### src/rtl/code_sequencer.sv
// -----------------------------------------------------------------------------
// code_sequencer
// Phase-code (BPSK chip) sequencer for the HFSWR transmitter baseband.
// A start trigger plays an N-chip binary code, LSB first. Each chip is held
// for chip_samples clock cycles and is mapped to +amplitude (bit=1) or to the
// bitwise inverse of {0,amplitude} (bit=0) on code_out.
//
// Ports:
//   clk          clock
//   rst          synchronous, active-low reset
//   start        single-cycle trigger, honoured only while idle
//   abort        stop the running sequence immediately
//   continuous   restart at chip 0 after the last chip with no gap
//   code_word    chip bits, chip k = code_word[k]
//   code_len     number of chips (1..MAX_CHIPS)
//   chip_samples samples per chip (>= 1)
//   amplitude    unsigned magnitude for the chip mapping
//   code_out     signed sample to the modulator/DAC path
//   busy         sequence in progress
//   done         one-cycle pulse on the first idle cycle after a run ends
//   err          one-cycle pulse when start is rejected for a bad config
//   chip_idx     index of the chip currently on code_out
// -----------------------------------------------------------------------------
module code_sequencer #(
  parameter int NB_OUTPUT = 16,
  parameter int MAX_CHIPS = 64,
  parameter int NB_LEN    = 7,
  parameter int NB_CHIP   = 16
) (
  input  logic                  clk,
  input  logic                  rst,
  input  logic                  start,
  input  logic                  abort,
  input  logic                  continuous,
  input  logic [MAX_CHIPS-1:0]  code_word,
  input  logic [NB_LEN-1:0]     code_len,
  input  logic [NB_CHIP-1:0]    chip_samples,
  input  logic [NB_OUTPUT-2:0]  amplitude,
  output logic [NB_OUTPUT-1:0]  code_out,
  output logic                  busy,
  output logic                  done,
  output logic                  err,
  output logic [NB_LEN-1:0]     chip_idx
);

  typedef enum logic [0:0] {
    ST_IDLE = 1'b0,
    ST_RUN  = 1'b1
  } state_t;

  localparam logic [NB_LEN-1:0]  MAX_LEN = NB_LEN'(MAX_CHIPS);
  localparam logic [NB_LEN-1:0]  LEN_ONE = {{(NB_LEN-1){1'b0}}, 1'b1};
  localparam logic [NB_CHIP-1:0] CNT_ONE = {{(NB_CHIP-1){1'b0}}, 1'b1};

  // Map one chip bit to its output sample: +mag for 1, ~mag for 0.
  function automatic logic [NB_OUTPUT-1:0] chip_value(
    input logic                 chip_bit,
    input logic [NB_OUTPUT-2:0] amp
  );
    logic [NB_OUTPUT-1:0] mag;
    mag = {1'b0, amp};
    if (chip_bit) begin
      chip_value = mag;
    end else begin
      chip_value = ~mag;
    end
  endfunction

  state_t                state_r, state_nxt_s;
  logic [MAX_CHIPS-1:0]  word_l_r, word_l_nxt_s;
  logic [NB_LEN-1:0]     len_l_r, len_l_nxt_s;
  logic [NB_CHIP-1:0]    cs_l_r, cs_l_nxt_s;
  logic [NB_OUTPUT-2:0]  amp_l_r, amp_l_nxt_s;
  logic [NB_CHIP-1:0]    sample_cnt_r, sample_cnt_nxt_s;
  logic [NB_LEN-1:0]     chip_idx_r, chip_idx_nxt_s;
  logic [NB_OUTPUT-1:0]  code_out_r, code_out_nxt_s;
  logic                  busy_r, busy_nxt_s;
  logic                  done_r, done_nxt_s;
  logic                  err_r, err_nxt_s;

  logic                  cfg_valid_s;
  logic [NB_LEN-1:0]     idx_inc_s;
  logic [MAX_CHIPS-1:0]  word_shift_s;

  // Config check on the live inputs and the bit of the chip that follows.
  always_comb begin
    cfg_valid_s  = (code_len != '0) && (code_len <= MAX_LEN) && (chip_samples != '0);
    idx_inc_s    = chip_idx_r + LEN_ONE;
    // Shift rather than index so the 7-bit chip index fits the 64-bit word.
    word_shift_s = word_l_r >> idx_inc_s;
  end

  // Next-state and next-output logic for the IDLE/RUN sequencer.
  always_comb begin
    state_nxt_s      = state_r;
    word_l_nxt_s     = word_l_r;
    len_l_nxt_s      = len_l_r;
    cs_l_nxt_s       = cs_l_r;
    amp_l_nxt_s      = amp_l_r;
    sample_cnt_nxt_s = sample_cnt_r;
    chip_idx_nxt_s   = chip_idx_r;
    code_out_nxt_s   = code_out_r;
    busy_nxt_s       = busy_r;
    done_nxt_s       = 1'b0;
    err_nxt_s        = 1'b0;

    case (state_r)
      ST_IDLE: begin
        code_out_nxt_s   = '0;
        busy_nxt_s       = 1'b0;
        chip_idx_nxt_s   = '0;
        sample_cnt_nxt_s = '0;
        // abort is deliberately not looked at here: start wins in IDLE.
        if (start) begin
          if (cfg_valid_s) begin
            word_l_nxt_s   = code_word;
            len_l_nxt_s    = code_len;
            cs_l_nxt_s     = chip_samples;
            amp_l_nxt_s    = amplitude;
            state_nxt_s    = ST_RUN;
            busy_nxt_s     = 1'b1;
            code_out_nxt_s = chip_value(code_word[0], amplitude);
          end else begin
            err_nxt_s = 1'b1;
          end
        end else begin
          state_nxt_s = ST_IDLE;
        end
      end

      ST_RUN: begin
        if (abort) begin
          state_nxt_s      = ST_IDLE;
          code_out_nxt_s   = '0;
          busy_nxt_s       = 1'b0;
          done_nxt_s       = 1'b1;
          chip_idx_nxt_s   = '0;
          sample_cnt_nxt_s = '0;
        end else if (sample_cnt_r < (cs_l_r - CNT_ONE)) begin
          sample_cnt_nxt_s = sample_cnt_r + CNT_ONE;
        end else begin
          sample_cnt_nxt_s = '0;
          if (chip_idx_r < (len_l_r - LEN_ONE)) begin
            chip_idx_nxt_s = idx_inc_s;
            code_out_nxt_s = chip_value(word_shift_s[0], amp_l_r);
          end else if (continuous) begin
            chip_idx_nxt_s = '0;
            code_out_nxt_s = chip_value(word_l_r[0], amp_l_r);
          end else begin
            state_nxt_s    = ST_IDLE;
            code_out_nxt_s = '0;
            busy_nxt_s     = 1'b0;
            done_nxt_s     = 1'b1;
            chip_idx_nxt_s = '0;
          end
        end
      end

      default: begin
        state_nxt_s      = ST_IDLE;
        code_out_nxt_s   = '0;
        busy_nxt_s       = 1'b0;
        chip_idx_nxt_s   = '0;
        sample_cnt_nxt_s = '0;
      end
    endcase
  end

  // State, latched configuration and registered outputs.
  always_ff @(posedge clk) begin
    if (!rst) begin
      state_r      <= ST_IDLE;
      word_l_r     <= '0;
      len_l_r      <= '0;
      cs_l_r       <= '0;
      amp_l_r      <= '0;
      sample_cnt_r <= '0;
      chip_idx_r   <= '0;
      code_out_r   <= '0;
      busy_r       <= 1'b0;
      done_r       <= 1'b0;
      err_r        <= 1'b0;
    end else begin
      state_r      <= state_nxt_s;
      word_l_r     <= word_l_nxt_s;
      len_l_r      <= len_l_nxt_s;
      cs_l_r       <= cs_l_nxt_s;
      amp_l_r      <= amp_l_nxt_s;
      sample_cnt_r <= sample_cnt_nxt_s;
      chip_idx_r   <= chip_idx_nxt_s;
      code_out_r   <= code_out_nxt_s;
      busy_r       <= busy_nxt_s;
      done_r       <= done_nxt_s;
      err_r        <= err_nxt_s;
    end
  end

  assign code_out = code_out_r;
  assign busy     = busy_r;
  assign done     = done_r;
  assign err      = err_r;
  assign chip_idx = chip_idx_r;

endmodule

### config.mk
export PLATFORM = sky130hd
export DESIGN_NAME = code_sequencer
export DESIGN_NICKNAME = d
export VERILOG_FILES = /design/src/rtl/code_sequencer.sv
export SDC_FILE = /design/constraint.sdc
export NUM_CORES = 1
export LEC_CHECK = 0
export ABC_AREA = 1
export BUFFER_PORTS_ARGS = -buffer_cell sky130_fd_sc_hd__buf_2
export CORE_MARGIN = 2
export CORE_UTILIZATION = 38
export DETAILED_ROUTE_END_ITERATION = 8
export MAX_ROUTING_LAYER = met4
export PLACE_DENSITY = 0.59
export RECOVER_POWER = 25
export SLEW_MARGIN = 10
export SYNTH_ARGS = -nofsm -noshare
export SYNTH_HDL_FRONTEND = slang
export SYNTH_SLANG_ARGS = --single-unit
### constraint.sdc
create_clock -name clk -period 3.6 [get_ports clk]
set_input_delay 0.72 -clock clk [delete_from_list [all_inputs] [get_ports clk]]
set_output_delay 0.72 -clock clk [all_outputs]
set_load 0.03 [all_outputs]
Word-level counts from Yosys, hierarchy flattened
Cells that the tools add are included.
{"block": "totals", "in_bits": 107, "register_bits": 145, "word_cells": 69, "output_inout_bits": 26}
{"block": "classes", "n_mux": 34, "n_addsub": 4, "reduce_logical": 8, "bitwise": 5, "n_eq_ne": 3, "n_shift": 1, "magnitude_cmp": 3}
{"cell": "$mux W16", "count": 11}
{"cell": "$pmux W16 S2", "count": 2}
{"cell": "$shr A64 B7 Y1", "count": 1}
{"cell": "$not A15 Y16", "count": 2}
{"cell": "$mux W7", "count": 3}
{"cell": "$add A16 B1 Y16 const B", "count": 1}
{"cell": "$lt A16 B16 Y1", "count": 1}
{"cell": "$reduce_bool A16 Y1", "count": 1}
{"cell": "$sub A16 B1 Y16 const B", "count": 1}
{"cell": "$mux W1", "count": 15}
{"cell": "$pmux W7 S2", "count": 1}
{"cell": "$ne A3 B3 Y1 const B", "count": 3}
{"cell": "$add A7 B1 Y7 const B", "count": 1}
{"cell": "$le A7 B7 Y1 const B", "count": 1}
{"cell": "$lt A7 B7 Y1", "count": 1}
{"cell": "$reduce_bool A7 Y1", "count": 1}
{"cell": "$sub A7 B1 Y7 const B", "count": 1}
{"cell": "$reduce_and A3 Y1", "count": 2}
{"cell": "$pmux W1 S2", "count": 2}
{"cell": "$not A1 Y1", "count": 3}
{"cell": "$reduce_or A3 Y1", "count": 1}
{"cell": "$logic_and A1 B1 Y1", "count": 2}
{"cell": "$reduce_and A2 Y1", "count": 1}

Longest topological paths before layout
Gate-level depths: netlist of run 1.
{"block": "depth", "ltp_word": 7, "depth_mapped": 17, "depth_no_buf": 17}

Worst setup path after synthesis of run 1
OpenSTA, ideal clock, no wires.
{"block": "synth_timing", "path_type": "register -> register", "startpoint": "register cs_l_r[2]", "endpoint": "register sample_cnt_r[12]", "slack_ns": 0.517, "synth_period_minus_slack_ns": 3.083, "n_path_buf": 1, "stages_incl_launch_ff": 17, "t_arrival_ns": 3.005, "path_cell_list": "dfxtp_1 nor2_1 nand2_1 nor3_1 nand4_1 nor3_1 nand3_1 xor2_1 ha_1 a21oi_1 o21ai_0 a21oi_1 nand3_1 nor2_1 inv_2 buf_2 nor3_1"}
{"block": "synth_between", "elab_chain_cells": 5}
{"item": "start: declaration", "line_no": "72", "text": "logic [NB_CHIP-1:0] cs_l_r, cs_l_nxt_s;"}
{"item": "start signal: assignment", "line_no": "187", "text": "cs_l_r <= cs_l_nxt_s;"}
{"item": "$sub A16 B1 Y16", "line_no": "139", "text": "end else if (sample_cnt_r < (cs_l_r - CNT_ONE)) begin"}
{"item": "$lt A16 B16 Y1", "line_no": "139"}
{"item": "$mux W16", "line_no": "139"}
{"item": "$mux W16", "line_no": "132", "text": "if (abort) begin"}
{"item": "$pmux W16 S2", "line_no": "107", "text": "case (state_r)"}
{"item": "end signal: assignment", "line_no": "189", "text": "sample_cnt_r <= sample_cnt_nxt_s;"}
{"item": "end: declaration", "line_no": "74", "text": "logic [NB_CHIP-1:0] sample_cnt_r, sample_cnt_nxt_s;"}
Every way passes these cells.
A chain may end at the register's enable or synchronous reset.

Worst setup path in the final report of run 1
{"block": "layout_timing", "startpoint": "register cs_l_r[2]", "endpoint": "register sample_cnt_r[2]"}
Same word-level chain as after synthesis.

==> metrics.yaml, run 1 <==
fin_util_pct: 46.1
diodes: 0
whs_ns: 0.455
drt_iter0_markers: 461
drive_gt1_share_pct: 16.5
r2r_cells: 15
grt_max_degree: 90
cts_hold_buf: 0
antenna_found_initial: 0
final_common_cell: "o21ai_0"
clkLatencyLatePin_ns: 0.43
clock_skew_ns: 0.00762
peakVddDrop_mv: 0.340
fin_setup_tns_ns: 0
cp-end-kind: "flip-flop"
first_global_vias: 6587
fin_crit_sh_pct: 88.4
crit_fanout: 19
critPathKind: "reg -> reg"
ys_types: 34
finalMaxSlewViolations: 0
viasPerCell: 4.94
track_usage_pct: 19.6
cts_resized: 0
crit_buf_inv: 1
syn2layout_area_growth_pct: 18.1
critPathSlowestCell: "dfxtp_1"
overflow: 0
die_h_um: 146
cp_top_family: "simple AND/OR/NAND/NOR gates"
gr-usage-met1_pct: 25.6
wl_per_cell_um: 14.1
fmax_ghz: 0.314
maxCapViolations: 0
cts_tree: "built"
final_cell_mix: "o21ai_0, dfxtp_1, inv_1, nand2_1, a21oi_1"
p_leak_nw: 3.93
setup_viol: 0
cp_slowest_stage_delay_ns: 0.34
htree_levels: 4
critical_path.cell_chain: "nor2_1, nand2_1, nor3_1, nand4_1, nor3_1, nand3_1, xor2_1, ha_1, a21oi_1, o21ai_0, a21oi_1, nand3_1, nor2_2, inv_2, nor3b_1"
power_density_mw_per_mm2: 463
dr.pass1.iters: 7
synth_area_per_cell_um2: 7.21
grtUsageMet3_pct: 3.10
cts_buffers: 17
arrival_ns: 3.52
grt_pass1_wl_mm: 33.3
final_hold_viol_count: 0
place.gp.congestion: 0.820
syn_nets: 1193
die_w_um: 146
drc_errors: 0
ys_seq_area_share_pct: 37.9
io_pins: 133
start_util_pct: 39.1
via_count: 7120
worst-endpoint-required_ns: 3.94
clk_pin_slew_worst_paths_ns: 0.06
cts-root-buf: "clkbuf_16"
row_count: 51
ys_ff_latch: 145
use_met2_pct: 31.8
crit_path_start_kind: "flip-flop"
rsz0062_at_grt: "false"
synth_cells: 1061
fillers: 2061
crit_cells: 15
status: "finished, final reports clean"
postRouteAntennaNets: 0
post_cts_buffers: 0
clock-sinks: 145
wl_mm: 20.3
min_period_ns: 3.18
dp_hpwl_mm: 13.8
hold_path.class: "reg -> reg"
busiest_layer: "met2"
min_delay_path_depth: 2
nets: 1296
die_area_mm2: 0.0213
design.core.area_mm2: 0.0196
ys_warn_count: 0
syn-cell-area_mm2: 0.00765
worst_slew_margin_rel_pct: 39.7
tightest_slew_ns: 0.905
io_buffers: 132
clock_path_buffers: 2
power by group:
part	switching, mW	total [mW]	internal, mW
sequential	0.0541	1.77	1.71
clock	0.778	1.75	0.976
combinational	0.413	0.661	0.248
total	1.25	4.18	2.94
registers in the layout, indices dropped and copies added, names as in the netlist:
signal and flops:
sample_cnt_r 16, done 1, chip_idx 7, code_out 16, busy 1, word_l_r 64
err 1, state_r 1, cs_l_r 16, amp_l_r 15, len_l_r 7
final timing paths:
check	from	endpoint	slack (ns)
max	cs_l_r[2]	sample_cnt_r[2]	0.42
min	word_l_r[62]	word_l_r[62]	0.46
max reg2reg	cs_l_r[2]	sample_cnt_r[2]	0.42
min reg2reg	word_l_r[62]	word_l_r[62]	0.46
per-layer routing:
layer	wire (um)	up-vias	share of wire, %
li1	-	3710	-
met1	9760	3252	48
met2	9460	139	47
met3	836	19	4.1
met4	210	0	1.0
met5	0	-	0
Yosys cell counts:
cell | instances | area share (%)
a21oi_1 | 108 | 7.1
a21oi_2 | 11 | 1.3
a31oi_1 | 1 | 0.082
and3_1 | 2 | 0.16
buf_1 | 4 | 0.20
buf_12 | 1 | 0.26
buf_2 | 12 | 0.78
buf_4 | 4 | 0.39
buf_6 | 1 | 0.15
clkbuf_1 | 41 | 2.0
dfxtp_1 | 145 | 38
ha_1 | 25 | 4.1
inv_1 | 128 | 6.3
inv_2 | 3 | 0.15
nand2_1 | 127 | 6.2
nand2_2 | 10 | 0.82
nand2_4 | 2 | 0.29
nand3_1 | 93 | 6.1
nand3_2 | 12 | 1.6
nand4_1 | 11 | 0.90
nor2_1 | 75 | 3.7
nor3_1 | 11 | 0.72
nor3b_1 | 5 | 0.49
nor4_1 | 5 | 0.41
o211ai_1 | 6 | 0.59
o21a_1 | 1 | 0.098
o21ai_0 | 156 | 10
o21ai_1 | 2 | 0.13
or2_1 | 1 | 0.082
or2_2 | 1 | 0.082
xnor2_1 | 5 | 0.57
xnor2_2 | 1 | 0.21
xor2_1 | 49 | 5.6
xor2_2 | 2 | 0.43
final cells by class:
cell class,count,area (um2),area share (%)
Tap cell,265,332,3.67
Clock inverter,14,146,1.62
Clock buffer,18,429,4.75
Inverter,131,494,5.47
Multi-Input combinational cell,722,3970,43.9
Timing Repair Buffer,147,763,8.45
Sequential cell,145,2900,32.1
cells by family (layout without fill, tap and decap cells):
| group | Yosys count | count (layout) | synth area share, % |
|---|---|---|---|
| flops | 145 | 145 | 37.9 |
| simple gates | 355 | 355 | 21.5 |
| xor+xnor | 57 | 57 | 6.82 |
| fa+ha+maj | 25 | 25 | 4.09 |
| compound gates | 285 | 285 | 19.4 |
| buf+inv | 194 | 310 | 10.2 |
metrics by stage:
step	power (mW)	area [um2]	worst slack, ns	instances
finish	4.18	9040	0.417	1442
global route	4.38	9040	0.0474	1442
CTS	4.22	9080	0.280	1442
detailed placement	2.47	8500	0.324	1410
global placement	2.46	8500	0.443	1410
floorplan	2.27	7650	0.517	1061
tightest hold or removal path: cells and delay by family, from the launching register on:
kind                   cells  cell delay (ns)
AO/OA/AOI/OAI              1             0.05
flip-flops                 1             0.30
buffers and inverters      1             0.06
Power figures use the tool's default switching activity.
==> run 2, diff against run 1 <==
Settings changed: CTS_BUF_LIST set to sky130_fd_sc_hd__clkbuf_8 sky130_fd_sc_hd__clkbuf_16.
==> run 2 against run 1 <==
Sequential share of layout area stayed put. Wire length hardly changed. Setup slack worse by 0.0022 ns. Combinational power hardly changed. Via count is 0.14% lower. Highest routed layer unchanged. Design area stayed put. Final cell count stayed put. Global-route usage stayed put. Clock power hardly changed. Largest cell class unchanged.
==> metrics.yaml, run 2 (synthesized netlist as in run 1, its figures left out) <==
status: "finished, final reports clean"
start_util_pct: 39.1
min_period_ns: 3.19
fin_area_mm2: 0.00904
arrival_ns: 3.52
clkLatencyLatePin_ns: 0.42
wl_per_cell_um: 14.1
htree_levels: 4
cts_tree: "built"
largest_reg_flops: 64
die_w_um: 146
fin_setup_tns_ns: 0
row_count: 51
clock_path_buffers: 2
die_h_um: 146
placed_cells: 1410
postRouteAntennaNets: 0
p_total_mw: 4.18
crit_fanout: 19
antenna_found_initial: 0
critical_path.cell_chain: "nor2_1, nand2_1, nor3_1, nand4_1, nor3_1, nand3_1, xor2_1, ha_1, a21oi_1, o21ai_0, a21oi_1, nand3_1, nor2_2, inv_2, nor3b_1"
fmax_ghz: 0.314
first_global_vias: 6587
critPathSlowestCell: "dfxtp_1"
power_density_mw_per_mm2: 462
fillers: 2061
post_cts_buffers: 0
dp_hpwl_mm: 13.8
diodes: 0
finalMaxSlewViolations: 0
wl_met2_mm: 9.44
nets: 1296
overflow: 0
fin_cells: 1442
fin_crit_sh_pct: 88.5
highest_layer: "met4"
tightest_slew_ns: 0.921
cts_resized: 0
dr.pass1.iters: 5
grt_pass1_wl_mm: 33.3
final_hold_viol_count: 0
cts-root-buf: "clkbuf_16"
place.gp.congestion: 0.820
design.core.area_mm2: 0.0196
via_count: 7110
routedLengthMet1_mm: 9.79
syn2layout_area_growth_pct: 18.1
worst_slew_margin_rel_pct: 38.6
wl_mm: 20.3
place_area_mm2: 0.00850
drive_gt1_share_pct: 16.5
rsz0062_at_grt: "false"
drt_iter0_markers: 462
setup_viol: 0
viasPerCell: 4.93
final_common_cell: "o21ai_0"
cp_slowest_stage_delay_ns: 0.34
drc_errors: 0
grt_max_degree: 90
clock-sinks: 145
io_buffers: 132
track_usage_pct: 19.6
critPathKind: "reg -> reg"
maxCapViolations: 0
clk_pin_slew_worst_paths_ns: 0.06
final_cell_mix: "o21ai_0, dfxtp_1, inv_1"
peakVddDrop_mv: 0.339
io_pins: 133
met3WireLength_um: 830
cts_hold_buf: 0
top_register: "word_l_r"
clock_skew_ns: 0.00711
worst-endpoint-required_ns: 3.94
cp-end-kind: "flip-flop"
die_area_mm2: 0.0213
cts_buffers: 17
p_leak_nw: 3.93
crit_path_start_kind: "flip-flop"
hold_path.class: "reg -> reg"
run 2: changes by cell type in the layout (fill, tap and decap cells not counted), sizes merged:
cell    before  now
clkbuf      46   45
inv        138  139
run 2: worst paths after layout:
check                    start              end  slack (ns)  cells after the start
setup / recovery     cs_l_r[2]  sample_cnt_r[2]        0.41                     15
hold / removal    word_l_r[62]     word_l_r[62]        0.46                      2
setup reg to reg     cs_l_r[2]  sample_cnt_r[2]        0.41                     15
hold reg to reg   word_l_r[62]     word_l_r[62]        0.46                      2
run 2: through the flow:
step	setup WS [ns]	hold slack, ns	util [%]
floorplan	0.517	0.421	-
global placement	0.443	0.440	43.4
detailed placement	0.324	0.445	43.4
CTS	0.280	0.455	46.3
global route	0.0474	0.472	46.1
finish	0.414	0.455	46.1
run 2: area by class of cell:
cell class                 count  area, um2  area share [%]
multi-input combinational    722       3970            43.9
sequential                   145       2900            32.1
inverter                     131        494            5.47
clock inverter                15        150            1.66
clock buffer                  17        425            4.71
tap                          265        332            3.67
timing repair buffer         147        763            8.45
run 2: power breakdown:
group          total, mW  internal (mW)  switching (mW)  leakage, nW
combinational      0.661          0.248           0.413         2.46
sequential          1.77           1.71          0.0540         1.19
clock               1.75          0.973           0.776        0.280
total               4.18           2.93            1.24         3.93
run 2: metal layers:
metal / track usage [%] / vias up
met4: 4.75 / 0
met3: 3.10 / 17
met5: - / -
li1: - / 3708
met1: 25.6 / 3242
met2: 31.8 / 143
run 2: critical path, delay by kind of cell (launching register included):
kind,cells,cell delay (ns)
AO/OA/AOI/OAI,3,0.49
XOR/XNOR,1,0.16
adder cells (fa/ha/maj),1,0.31
buffers and inverters,1,0.19
flip-flops,1,0.34
AND/OR/NAND/NOR,9,1.58
==> run 3, diff against run 2 <==
Settings changed: REMOVE_ABC_BUFFERS set to 1.
==> run 3 against run 2 <==
First-iteration DRC count shrank 11%. Design area grew 0.68%. Sequential power is essentially flat. Power grew 2.9%. Register-to-register slack gained 0.08 ns. Non-clock buffer count is the same. Critical endpoint unchanged. Largest cell class unchanged.
==> metrics.yaml, run 3 (synthesized netlist as in run 1, its figures left out) <==
io_buffers: 132
worst-endpoint-required_ns: 3.94
row_count: 51
nets: 1296
regToRegSetupSlack_ns: 0.49
hold_path.class: "reg -> reg"
p_leak_nw: 3.96
power_density_mw_per_mm2: 472
htree_levels: 4
overflow: 0
fin_setup_tns_ns: 0
place_area_mm2: 0.00852
drc_errors: 0
die_area_mm2: 0.0213
startpoint: "cs_l_r[2]"
final_cell_mix: "o21ai_0, dfxtp_1, inv_1"
viasPerCell: 4.88
clk_pin_slew_worst_paths_ns: 0.07
clkLatencyLatePin_ns: 0.42
via_count: 7040
clock-sinks: 145
drt_iter0_markers: 411
arrival_ns: 3.44
largest_reg_flops: 64
critical_path.cell_chain: "nor2_1, nand2_1, nor3_1, nand4_1, nor3_2, nand3_1, xor2_1, ha_1, a21oi_1, o21ai_0, a21oi_1, nand3_1, nor2_2, inv_2, nor3b_1"
cp-end-kind: "flip-flop"
post_cts_buffers: 0
critPathKind: "reg -> reg"
critPathSlowestCell: "dfxtp_1"
crit_buf_inv: 1
dp_hpwl_mm: 13.6
crit_fanout: 19
peakVddDrop_mv: 0.283
cp_slowest_stage_delay_ns: 0.34
min_period_ns: 3.11
top_register: "word_l_r"
setup_viol: 0
grt_max_degree: 126
worst_slew_margin_rel_pct: 26.9
wl_mm: 20.2
p_sw_mw: 1.18
pwr-share-comb_pct: 15.5
final_hold_viol_count: 0
place.gp.congestion: 0.808
min_from: "word_l_r[10]"
clock_skew_ns: 0.00958
fin_area_mm2: 0.00910
fillers: 2078
seqPwrFrac_pct: 41.1
cts_resized: 0
cp_top_family: "simple AND/OR/NAND/NOR gates"
crit_path_start_kind: "flip-flop"
cts_tree: "built"
finalMaxSlewViolations: 0
clkPwrFrac_pct: 43.4
fin_crit_sh_pct: 86.4
p_int_mw: 3.12
postRouteAntennaNets: 0
dr.pass1.iters: 5
p_sw_share_pct: 27.4
r2r-start: "cs_l_r[2]"
cts-root-buf: "clkbuf_16"
drive_gt1_share_pct: 16.5
status: "finished, final reports clean"
track_usage_pct: 19.8
fmax_ghz: 0.322
antenna_found_initial: 0
first_global_vias: 6678
die_h_um: 146
seq_area_mm2: 0.00290
diodes: 0
tightest_slew_ns: 1.09
syn2layout_area_growth_pct: 18.9
grt_pass1_wl_mm: 33.5
maxCapViolations: 0
cts_buffers: 17
clock_path_buffers: 2
design.core.area_mm2: 0.0196
wl_per_cell_um: 14.0
die_w_um: 146
multi_input_area_mm2: 0.00398
start_util_pct: 39.1
cts_hold_buf: 0
io_pins: 133
final_common_cell: "o21ai_0"
run 3: per-layer routing:
layer / global-route usage [%] / vias up / share of wire, %
li1: - / 3704 / -
met1: 26.1 / 3218 / 50
met2: 31.4 / 108 / 46
met3: 3.26 / 10 / 3.0
met4: 5.29 / 0 / 0.86
met5: - / - / 0
run 3: worst paths after layout:
check | to | cells past startpoint
worst max-delay path | sample_cnt_r[2] | 15
worst max register to register | sample_cnt_r[2] | 15
worst min-delay path | word_l_r[10] | 2
worst min register to register | word_l_r[10] | 2
run 3: power groups by stage:
stage | combinational [mW] | clock [mW] | sequential [mW]
after global placement | 0.661 | 0 | 1.80
after CTS | 0.675 | 1.91 | 1.77
final | 0.664 | 1.87 | 1.77
after detailed placement | 0.670 | 0 | 1.80
after global routing | 0.765 | 1.98 | 1.78
after floorplan | 0.410 | 0 | 1.83
run 3: cell type report:
cell class	instances	area share, %
Clock buffer	17	4.68
Inverter	131	5.42
Clock inverter	15	2.12
Timing Repair Buffer	147	8.48
Multi-Input combinational cell	722	43.7
Sequential cell	145	31.9
Tap cell	265	3.64
run 3: metrics by stage:
| stage | instances | util [%] | setup WS (ns) | total power [mW] | hold slack (ns) |
|---|---|---|---|---|---|
| floorplan | 998 | - | -1.00 | 2.24 | 0.421 |
| global placement | 1410 | 43.5 | 0.381 | 2.46 | 0.441 |
| detailed placement | 1410 | 43.5 | 0.282 | 2.47 | 0.445 |
| CTS | 1442 | 46.6 | 0.242 | 4.35 | 0.454 |
| global route | 1442 | 46.4 | -0.00363 | 4.53 | 0.472 |
| finish | 1442 | 46.4 | 0.491 | 4.30 | 0.452 |
run 3: worst reg2reg max path, stage by stage, from the launching register on:
cell	delay [ns]
dfxtp_1	0.34
nor2_1	0.10
nand2_1	0.09
nor3_1	0.24
nand4_1	0.21
nor3_2	0.20
nand3_1	0.11
xor2_1	0.16
ha_1	0.31
a21oi_1	0.14
o21ai_0	0.10
a21oi_1	0.24
nand3_1	0.15
nor2_2	0.22
inv_2	0.19
nor3b_1	0.23
